===== src/rtl/fetch_unit.sv =====
// Instruction fetch stage: one outstanding imem request, IF/ID register and a one-word skid.
// Optional branch delay slot: define FETCH_DELAY_SLOT_EN.
module fetch_unit #(
    parameter logic [31:0] RESET_PC_87 = 32'h0000_0000
) (
    input  logic        clk_87,
    input  logic        rst_87,
    input  logic        stall_87,
    input  logic        branch_taken_87,
    input  logic [31:0] br_target_87,
    input  logic [1:0]  jump_sel_87,
    input  logic [31:0] j_target_87,
    input  logic [31:0] jr_target_87,
    output logic        imem_req_87,
    output logic [31:0] imem_addr_87,
    input  logic [31:0] imem_rdata_87,
    input  logic        imem_valid_87,
    output logic [31:0] instr_87,
    output logic        instr_valid_87,
    output logic [31:0] pc_plus4_87,
    output logic [5:0]  op_87,
    output logic [5:0]  fn_87
);

    typedef enum logic [1:0] {
        IDLE  = 2'd0,
        FETCH = 2'd1,
        SKID  = 2'd2
    } state_t;

    state_t      state, state_nxt;
    logic [31:0] pc, pc_nxt, pc_inc;
    logic [31:0] skid_instr, skid_instr_nxt;
    logic [31:0] skid_pc4, skid_pc4_nxt;
    logic        disc, disc_nxt;
    logic [31:0] disc_target, disc_target_nxt;
    logic [31:0] instr_nxt, pc4_nxt;
    logic        valid_nxt;
    logic        redirect, slot_free;
    logic [31:0] target;

    // Branch beats JR beats J; jump_sel 2'b11 behaves as sequential.
    assign redirect  = !stall_87 && (branch_taken_87 || jump_sel_87 == 2'b01 || jump_sel_87 == 2'b10);
    assign target    = (branch_taken_87        ? br_target_87 :
                        jump_sel_87 == 2'b10   ? jr_target_87 : j_target_87) & 32'hFFFF_FFFC;
    assign slot_free = !stall_87 || !instr_valid_87;
    assign pc_inc    = pc + 32'd4;

    assign imem_req_87  = (state == FETCH);
    assign imem_addr_87 = pc;
    assign op_87        = instr_87[31:26];
    assign fn_87        = instr_87[5:0];

    always_comb begin
        state_nxt       = state;
        pc_nxt          = pc;
        skid_instr_nxt  = skid_instr;
        skid_pc4_nxt    = skid_pc4;
        disc_nxt        = disc;
        disc_target_nxt = disc_target;
        instr_nxt       = instr_87;
        pc4_nxt         = pc_plus4_87;
        valid_nxt       = instr_valid_87;
        case (state)
            IDLE: state_nxt = FETCH;
            FETCH: begin
`ifdef FETCH_DELAY_SLOT_EN
                // disc marks a redirect waiting for its delay-slot word to return.
                if (redirect) disc_target_nxt = target;
                if (imem_valid_87) begin
                    pc_nxt   = redirect ? target : (disc ? disc_target : pc_inc);
                    disc_nxt = 1'b0;
                    if (slot_free) begin
                        instr_nxt = imem_rdata_87;
                        pc4_nxt   = pc_inc;
                        valid_nxt = 1'b1;
                    end else begin
                        skid_instr_nxt = imem_rdata_87;
                        skid_pc4_nxt   = pc_inc;
                        state_nxt      = SKID;
                    end
                end else begin
                    if (redirect) disc_nxt = 1'b1;
                    if (slot_free) begin
                        instr_nxt = '0;
                        valid_nxt = 1'b0;
                    end
                end
`else
                if (redirect) begin
                    instr_nxt = '0;
                    valid_nxt = 1'b0;
                    if (imem_valid_87) begin
                        pc_nxt   = target;
                        disc_nxt = 1'b0;
                    end else begin
                        disc_nxt        = 1'b1;
                        disc_target_nxt = target;
                    end
                end else if (disc) begin
                    // Stale sequential response: drop it, then fetch the latched target.
                    if (slot_free) begin
                        instr_nxt = '0;
                        valid_nxt = 1'b0;
                    end
                    if (imem_valid_87) begin
                        pc_nxt   = disc_target;
                        disc_nxt = 1'b0;
                    end
                end else if (imem_valid_87) begin
                    pc_nxt = pc_inc;
                    if (slot_free) begin
                        instr_nxt = imem_rdata_87;
                        pc4_nxt   = pc_inc;
                        valid_nxt = 1'b1;
                    end else begin
                        skid_instr_nxt = imem_rdata_87;
                        skid_pc4_nxt   = pc_inc;
                        state_nxt      = SKID;
                    end
                end else if (slot_free) begin
                    instr_nxt = '0;
                    valid_nxt = 1'b0;
                end
`endif
            end
            SKID: begin
`ifdef FETCH_DELAY_SLOT_EN
                if (redirect) pc_nxt = target;
                if (!stall_87) begin
                    instr_nxt = skid_instr;
                    pc4_nxt   = skid_pc4;
                    valid_nxt = 1'b1;
                    state_nxt = FETCH;
                end
`else
                if (redirect) begin
                    pc_nxt    = target;
                    instr_nxt = '0;
                    valid_nxt = 1'b0;
                    state_nxt = FETCH;
                end else if (!stall_87) begin
                    instr_nxt = skid_instr;
                    pc4_nxt   = skid_pc4;
                    valid_nxt = 1'b1;
                    state_nxt = FETCH;
                end
`endif
            end
            default: state_nxt = IDLE;
        endcase
    end

    always_ff @(posedge clk_87) begin
        if (rst_87) begin
            state          <= IDLE;
            pc             <= RESET_PC_87 & 32'hFFFF_FFFC;
            skid_instr     <= '0;
            skid_pc4       <= '0;
            disc           <= 1'b0;
            disc_target    <= '0;
            instr_87       <= '0;
            instr_valid_87 <= 1'b0;
            pc_plus4_87    <= '0;
        end else begin
            state          <= state_nxt;
            pc             <= pc_nxt;
            skid_instr     <= skid_instr_nxt;
            skid_pc4       <= skid_pc4_nxt;
            disc           <= disc_nxt;
            disc_target    <= disc_target_nxt;
            instr_87       <= instr_nxt;
            instr_valid_87 <= valid_nxt;
            pc_plus4_87    <= pc4_nxt;
        end
    end

endmodule


===== config.mk =====
export PLATFORM = sky130hd
export DESIGN_NAME = fetch_unit
export DESIGN_NICKNAME = d
export VERILOG_FILES = /design/src/rtl/fetch_unit.sv
export SDC_FILE = /design/constraint.sdc
export NUM_CORES = 1
export LEC_CHECK = 0
export ABC_AREA = 1
export BUFFER_PORTS_ARGS = -buffer_cell sky130_fd_sc_hd__buf_2
export CELL_PAD_IN_SITES_DETAIL_PLACEMENT = 1
export CELL_PAD_IN_SITES_GLOBAL_PLACEMENT = 1
export CORE_ASPECT_RATIO = 0.6
export CORE_UTILIZATION = 40
export DETAILED_ROUTE_END_ITERATION = 8
export PLACE_DENSITY_LB_ADDON = 0.1
export SYNTH_ARGS = -nofsm -noshare
export SYNTH_HDL_FRONTEND = slang
export SYNTH_SLANG_ARGS = --single-unit
export TNS_END_PERCENT = 50

===== constraint.sdc =====
create_clock -name clk_87 -period 3.6 [get_ports clk_87]
set_input_delay 0.72 -clock clk_87 [delete_from_list [all_inputs] [get_ports clk_87]]
set_output_delay 0.72 -clock clk_87 [all_outputs]
set_load 0.005 [all_outputs]

==> results of run 1 <==
## layer usage
| layer | routed length, um | GRT usage, % | up-vias |
|---|---|---|---|
| met5 | 0 | 0 | - |
| met4 | 510 | 7.71 | 0 |
| met3 | 1300 | 4.41 | 33 |
| met2 | 15000 | 41.9 | 187 |
| met1 | 16600 | 37.5 | 5039 |
| li1 | - | - | 5171 |
## synthesized netlist by cell type (2+ instances only)
library cell / instances / share of area (%)
ha_1: 4 / 0.50
nand2_1: 314 / 12
mux2i_1: 2 / 0.20
o21bai_1: 21 / 1.6
inv_2: 7 / 0.26
buf_4: 22 / 1.7
dfxtp_1: 188 / 38
buf_6: 4 / 0.45
nor2_2: 5 / 0.31
nor2_4: 7 / 0.79
a31oi_1: 25 / 1.6
o21ai_1: 37 / 1.9
xor2_1: 11 / 0.97
nand2_2: 7 / 0.44
nand3_1: 48 / 2.4
buf_1: 5 / 0.19
nor2_1: 118 / 4.4
xnor2_1: 3 / 0.26
nand2_4: 4 / 0.45
o21ai_0: 201 / 10
and2_1: 6 / 0.38
clkbuf_1: 57 / 2.1
o211ai_1: 17 / 1.3
a21oi_1: 185 / 9.3
nand3b_1: 5 / 0.38
inv_1: 147 / 5.5
buf_2: 28 / 1.4
o22ai_1: 4 / 0.25
## cell type report
class / count / area [um^2]
Inverter: 155 / 583
Clock inverter: 7 / 88.8
Fill cell: 3240 / 12600
Timing Repair Buffer: 252 / 1340
Multi-Input combinational cell: 1037 / 5050
Tap cell: 322 / 403
Sequential cell: 188 / 3760
Clock buffer: 23 / 488
## power by group
part	switching [W]	internal [W]
Combinational	0.000714	0.000429
Clock	0.000816	0.00109
Sequential	0.000157	0.00225
## registers in the layout, indices dropped and copies added (netlist names)
signal and cells:
pc_plus4_87 30, state 2, skid_pc4 30, instr_valid_87 1, imem_addr_87 30, disc 1, disc_target 30, skid_instr 32
instr_87 32
## kinds of logic after synthesis
logic type	Yosys count	share of synthesized area, %
buffers and inverters	272	11.7
other	1	0.0376
adders and majority gates	4	0.502
AOI/OAI and AO/OA	493	26.3
muxes	2	0.201
xor gates and xnor gates	15	1.39
and+or+nand+nor	519	22.1
DFF	188	37.8
## placed cells by master (no fill, tap or decap), types with 2 or more instances in the layout
cell | Yosys | layout
buf_4 | 22 | 15
buf_2 | 28 | 234
nand2_1 | 314 | 313
clkbuf_1 | 57 | 2
bufinv_16 | 0 | 2
a31oi_1 | 25 | 25
and2_1 | 6 | 6
o21bai_1 | 21 | 21
xor2_1 | 11 | 11
inv_2 | 7 | 7
inv_1 | 147 | 146
nand3b_1 | 5 | 5
nand2_2 | 7 | 8
nand2_4 | 4 | 4
nor2_1 | 118 | 118
nand3_1 | 48 | 48
o21ai_1 | 37 | 37
xnor2_1 | 3 | 3
buf_12 | 0 | 3
clkbuf_16 | 0 | 17
clkinv_2 | 0 | 5
nor2_4 | 7 | 7
o21ai_0 | 201 | 201
clkbuf_8 | 0 | 4
o22ai_1 | 4 | 4
mux2i_1 | 2 | 2
conb_1 | 1 | 4
dfxtp_1 | 188 | 188
nor2_2 | 5 | 5
a21oi_1 | 185 | 185
o211ai_1 | 17 | 17
ha_1 | 4 | 4
## final timing paths
| check | endpoint | slack, ns | cells past startpoint |
|---|---|---|---|
| min | skid_instr[23]$_SDFFE_PP0P_ | 0.45 | 2 |
| max | instr_87[5]$_SDFFE_PP0P_ | 0.80 | 9 |
| max reg2reg | instr_87[5]$_SDFFE_PP0P_ | 0.80 | 9 |
| min reg2reg | skid_instr[23]$_SDFFE_PP0P_ | 0.45 | 2 |
## worst min-delay path, stage by stage (launching register included)
cell	delay, ns
dfxtp_1	0.30
inv_1	0.05
a21oi_1	0.05
## through the flow
| step | hold WS [ns] | setup WS (ns) | area, um^2 | utilization (%) |
|---|---|---|---|---|
| 2_1_floorplan | 0.425 | 1.72 | 9970 | - |
| 3_3_place_gp | 0.439 | 0.489 | 11100 | 45.8 |
| 3_5_place_dp | 0.443 | 0.402 | 11100 | 45.8 |
| 4_1_cts | 0.454 | 0.762 | 11700 | 48.2 |
| 5_1_grt | 0.475 | 0.497 | 11700 | 48.2 |
| 6_report | 0.447 | 0.800 | 11700 | 48.2 |
==> results.json, run 1 <==
{
  "synth_cells": 1494,
  "tightest_slew_ns": 0.885,
  "wirelength_um": 33400,
  "htree_num_levels": 4,
  "antenna_found_initial": 0,
  "yosys_warnings": 0,
  "cts_sinks": 188,
  "fin_setup_tns_ns": 0,
  "power_density_nw_per_um2": 466,
  "grt_overflow": 0,
  "cap_violations": 0,
  "grt_pass1_vias": 10349,
  "async_reset_ff_share_pct": 0,
  "die_h_um": 124,
  "clock.fmax_mhz": 357,
  "dieArea_um2": 25600,
  "grt_max_degree": 87,
  "antenna_left": 0,
  "worst-setup-path-type": "reg -> reg",
  "power_w": 0.00546,
  "leakage_nw": 5.57,
  "worstHoldStart": "skid_instr[23]$_SDFFE_PP0P_",
  "avgRoutedWirePerCell_um": 16.8,
  "diodes": 0,
  "layout_min_cycle_time_ns": 2.80,
  "die_x_um": 206,
  "clock_latency_ns": 0.44,
  "rr_startpoint": "state[0]$_SDFFE_PP0P_",
  "cp.buffers_inverters": 3,
  "area_growth_syn_to_layout_pct": 17.6,
  "vias_per_cell": 5.26,
  "synth.distinct_cells": 40,
  "cpPeakStageDelay_ns": 0.58,
  "post_cts_buffers": 0,
  "fin_cells": 1984,
  "ys_seq_area_share_pct": 37.8,
  "critical-path-top-delay-family": "simple AND/OR/NAND/NOR gates",
  "track_usage_pct": 26.7,
  "crit_fanout": 43,
  "ys_ff_latch": 188,
  "design.core.area_um2": 24300,
  "cts_hold_buf": 0,
  "endpoint_kind": "flop",
  "cts_resized": 0,
  "start_util_pct": 40.9,
  "status": "complete, no violations",
  "port_buffers": 234,
  "nets": 1790,
  "worst_ir_drop_vdd_uv": 278,
  "critPathSlowestCell": "ha_1",
  "syn_area_um2": 9960,
  "cts_tree": "built",
  "clockBufferDepth": 2,
  "ctsRootBufferMaster": "clkbuf_16",
  "gp_congestion": 0.798,
  "drv_slew": 0,
  "grt_pass1_wl_um": 54500,
  "required_ns": 3.93,
  "worst_setup_path_start_kind": "flop",
  "synth.avg_cell_area_um2": 6.67,
  "drive_gt1_share_pct": 19.2,
  "dr.pass1.iters": 5,
  "synth_flop_cell": "dfxtp_1",
  "drc": 0,
  "dr_total_vias": 10430,
  "path_cells": "inv_1 -> ha_1 -> nand2_1 -> nand3_4 -> inv_2 -> nor2_1 -> nor2_1 -> o21ai_0 -> inv_1",
  "crit_start": "state[0]$_SDFFE_PP0P_",
  "placed_cells": 1954,
  "rows": 44,
  "clkTransAtPathRegs_ns": 0.07,
  "final.setup_skew_ns": 0.00865,
  "rsz0062_at_grt": "false",
  "setup-violations-final": 0,
  "dp_hpwl_um": 23500,
  "relSlewSlack_pct": 41.0,
  "numCtsBuffers": 17,
  "hold_class": "reg -> reg",
  "finalCritPeriodShare_pct": 77.8,
  "cp.arrival_ns": 3.13,
  "drt_iter0_markers": 576,
  "synth_edf_count": 0,
  "pin_count": 245,
  "finalHoldViolCount": 0
}
No activity file was read; power rests on OpenSTA's default activity.
==> run 2: changes to the inputs <==
CORE_UTILIZATION = 34   (was 40)
clock period = 2.5 ns   (was 3.6 ns; I/O delays follow)
==> run 2 against run 1 <==
First-iteration DRC count fell by 9.9%. Global-route usage fell by 3.7 points. Die area grew 17%. Register-to-register slack got worse by 0.44 ns. Final cell count increased by 3.2%. Cell area up 1.3%. Fmax is 31% higher. Sequential cell count unchanged. Largest cell class unchanged. Largest power group unchanged.
==> results.json, run 2 (synthesized netlist as in run 1, its figures left out) <==
{
  "status": "complete, no violations",
  "clock.fmax_mhz": 467,
  "critPathSlowestCell": "inv_2",
  "reg_top3": "instr_87: 32 flops, skid_instr: 32 flops",
  "start_util_pct": 34.6,
  "rr_startpoint": "state[0]$_SDFFE_PP0P_",
  "grt_overflow": 0,
  "design.core.area_um2": 28800,
  "grt_max_degree": 129,
  "min_delay_worst_endpoint": "skid_instr[22]$_SDFFE_PP0P_",
  "final_util_pct": 41.3,
  "grt_pass1_wl_um": 54700,
  "setup-violations-final": 0,
  "worst_ir_drop_vdd_uv": 450,
  "numCtsBuffers": 17,
  "drt_iter0_markers": 519,
  "die_x_um": 223,
  "gp_congestion": 0.821,
  "grt_pass1_vias": 10196,
  "crit_fanout": 24,
  "cts_resized": 0,
  "fin_cells": 2047,
  "port_buffers": 234,
  "wirelength_um": 34200,
  "antenna_left": 0,
  "reg2reg_depth": 9,
  "dr_wl_met2_um": 15000,
  "dr.pass1.iters": 5,
  "finalHoldViolCount": 0,
  "final_common_cell": "nand2_1",
  "clock_latency_ns": 0.45,
  "path_cells": "inv_1 -> ha_1 -> nand2_1 -> nand3_4 -> inv_2 -> nor2_1 -> nor2_1 -> o21ai_0 -> inv_1",
  "fillers": 3747,
  "worstHoldStart": "imem_rdata_87[22]",
  "worst-setup-path-type": "reg -> reg",
  "nets": 1798,
  "cpPeakStageDelay_ns": 0.52,
  "cap_violations": 0,
  "area_growth_syn_to_layout_pct": 19.2,
  "cts_hold_buf": 0,
  "reg2reg_to": "instr_87[6]$_SDFFE_PP0P_",
  "cp.buffers_inverters": 3,
  "post_cts_buffers": 0,
  "worst_setup_path_start_kind": "flop",
  "ctsRootBufferMaster": "clkbuf_16",
  "drive_gt1_share_pct": 19.6,
  "required_ns": 2.90,
  "rows": 48,
  "final.setup_skew_ns": 0.0106,
  "cp.arrival_ns": 2.54,
  "fin_setup_tns_ns": 0,
  "wl_met3_um": 937,
  "drv_slew": 0,
  "die_h_um": 135,
  "placed_cells": 2015,
  "holdWs_ns": 0.298,
  "power_w": 0.00796,
  "cts_tree": "built",
  "track_usage_pct": 23.0,
  "layout_min_cycle_time_ns": 2.14,
  "leakage_nw": 5.62,
  "avgRoutedWirePerCell_um": 16.7,
  "dr_total_vias": 10452,
  "tightest_slew_ns": 0.794,
  "dieArea_um2": 30000,
  "power_density_nw_per_um2": 671,
  "clockBufferDepth": 2,
  "critical-path-top-delay-family": "simple AND/OR/NAND/NOR gates",
  "diodes": 0,
  "pin_count": 245,
  "htree_num_levels": 4,
  "cts_sinks": 188,
  "drc": 0,
  "whs_path_depth": 3,
  "maxUsedRoutingLayer": "met4",
  "clkTransAtPathRegs_ns": 0.07,
  "wl_met1_um": 17600,
  "endpoint_kind": "flop",
  "finalCritPeriodShare_pct": 85.6,
  "mostFrequentLayoutCells": "313 x nand2_1, 234 x buf_2, 201 x o21ai_0",
  "rsz0062_at_grt": "false",
  "relSlewSlack_pct": 47.1,
  "r2r_slack_ns": 0.36,
  "vias_per_cell": 5.11,
  "antenna_found_initial": 0,
  "dp_hpwl_um": 23800,
  "hold_class": "in -> reg"
}
[run 2: layout make-up]
| class | count | area, um^2 | share of cell area, % |
|---|---|---|---|
| Sequential cell | 188 | 3760 | 31.7 |
| Inverter | 155 | 582 | 4.90 |
| Clock inverter | 6 | 82.6 | 0.696 |
| Clock buffer | 26 | 509 | 4.29 |
| Multi-Input combinational cell | 1037 | 5050 | 42.5 |
| Tap cell | 375 | 469 | 3.95 |
| Timing Repair Buffer | 260 | 1420 | 11.9 |
[run 2: worst max path at each step]
stage                              endpoint                   from  slack [ns]  depth (start not counted)
6_report           instr_87[6]$_SDFFE_PP0P_  state[0]$_SDFFE_PP0P_        0.36                          9
5_1_grt            instr_87[5]$_SDFFE_PP0P_  state[1]$_SDFFE_PP0P_        0.14                          9
4_1_cts            instr_87[6]$_SDFFE_PP0P_  state[0]$_SDFFE_PP0P_        0.35                          9
3_5_place_dp       instr_87[6]$_SDFFE_PP0P_  state[0]$_SDFFE_PP0P_        0.37                          9
3_3_place_gp      instr_87[19]$_SDFFE_PP0P_  state[1]$_SDFFE_PP0P_        0.43                          9
2_1_floorplan  pc_plus4_87[21]$_SDFFE_PP0P_  state[1]$_SDFFE_PP0P_        0.77                         11
[run 2: layer usage]
| layer | global-route usage, % | vias up |
|---|---|---|
| met1 | 32.2 | 5080 |
| met5 | 0 | - |
| met3 | 3.57 | 36 |
| li1 | - | 5194 |
| met2 | 36.3 | 142 |
| met4 | 7.66 | 0 |
[run 2: worst reg2reg max path, delay by kind of cell (launching register included)]
family | cells | cell delay (ns)
and+or+nand+nor | 4 | 0.71
adders and majority gates | 1 | 0.26
buffers and inverters | 3 | 0.67
DFF | 1 | 0.34
AOI/OAI and AO/OA | 1 | 0.11
[run 2: where the power goes]
| part | internal (W) | leakage, nW | switching [W] |
|---|---|---|---|
| clock | 0.00160 | 0.290 | 0.00121 |
| sequential | 0.00324 | 1.53 | 0.000227 |
| combinational | 0.000634 | 3.79 | 0.00104 |
[run 2: metrics by stage]
step | worst slack [ns] | cell area, um^2
floorplan | 0.770 | 9970
global placement | 0.433 | 11300
detailed placement | 0.372 | 11300
CTS | 0.346 | 11900
global route | 0.144 | 11900
finish | 0.360 | 11900
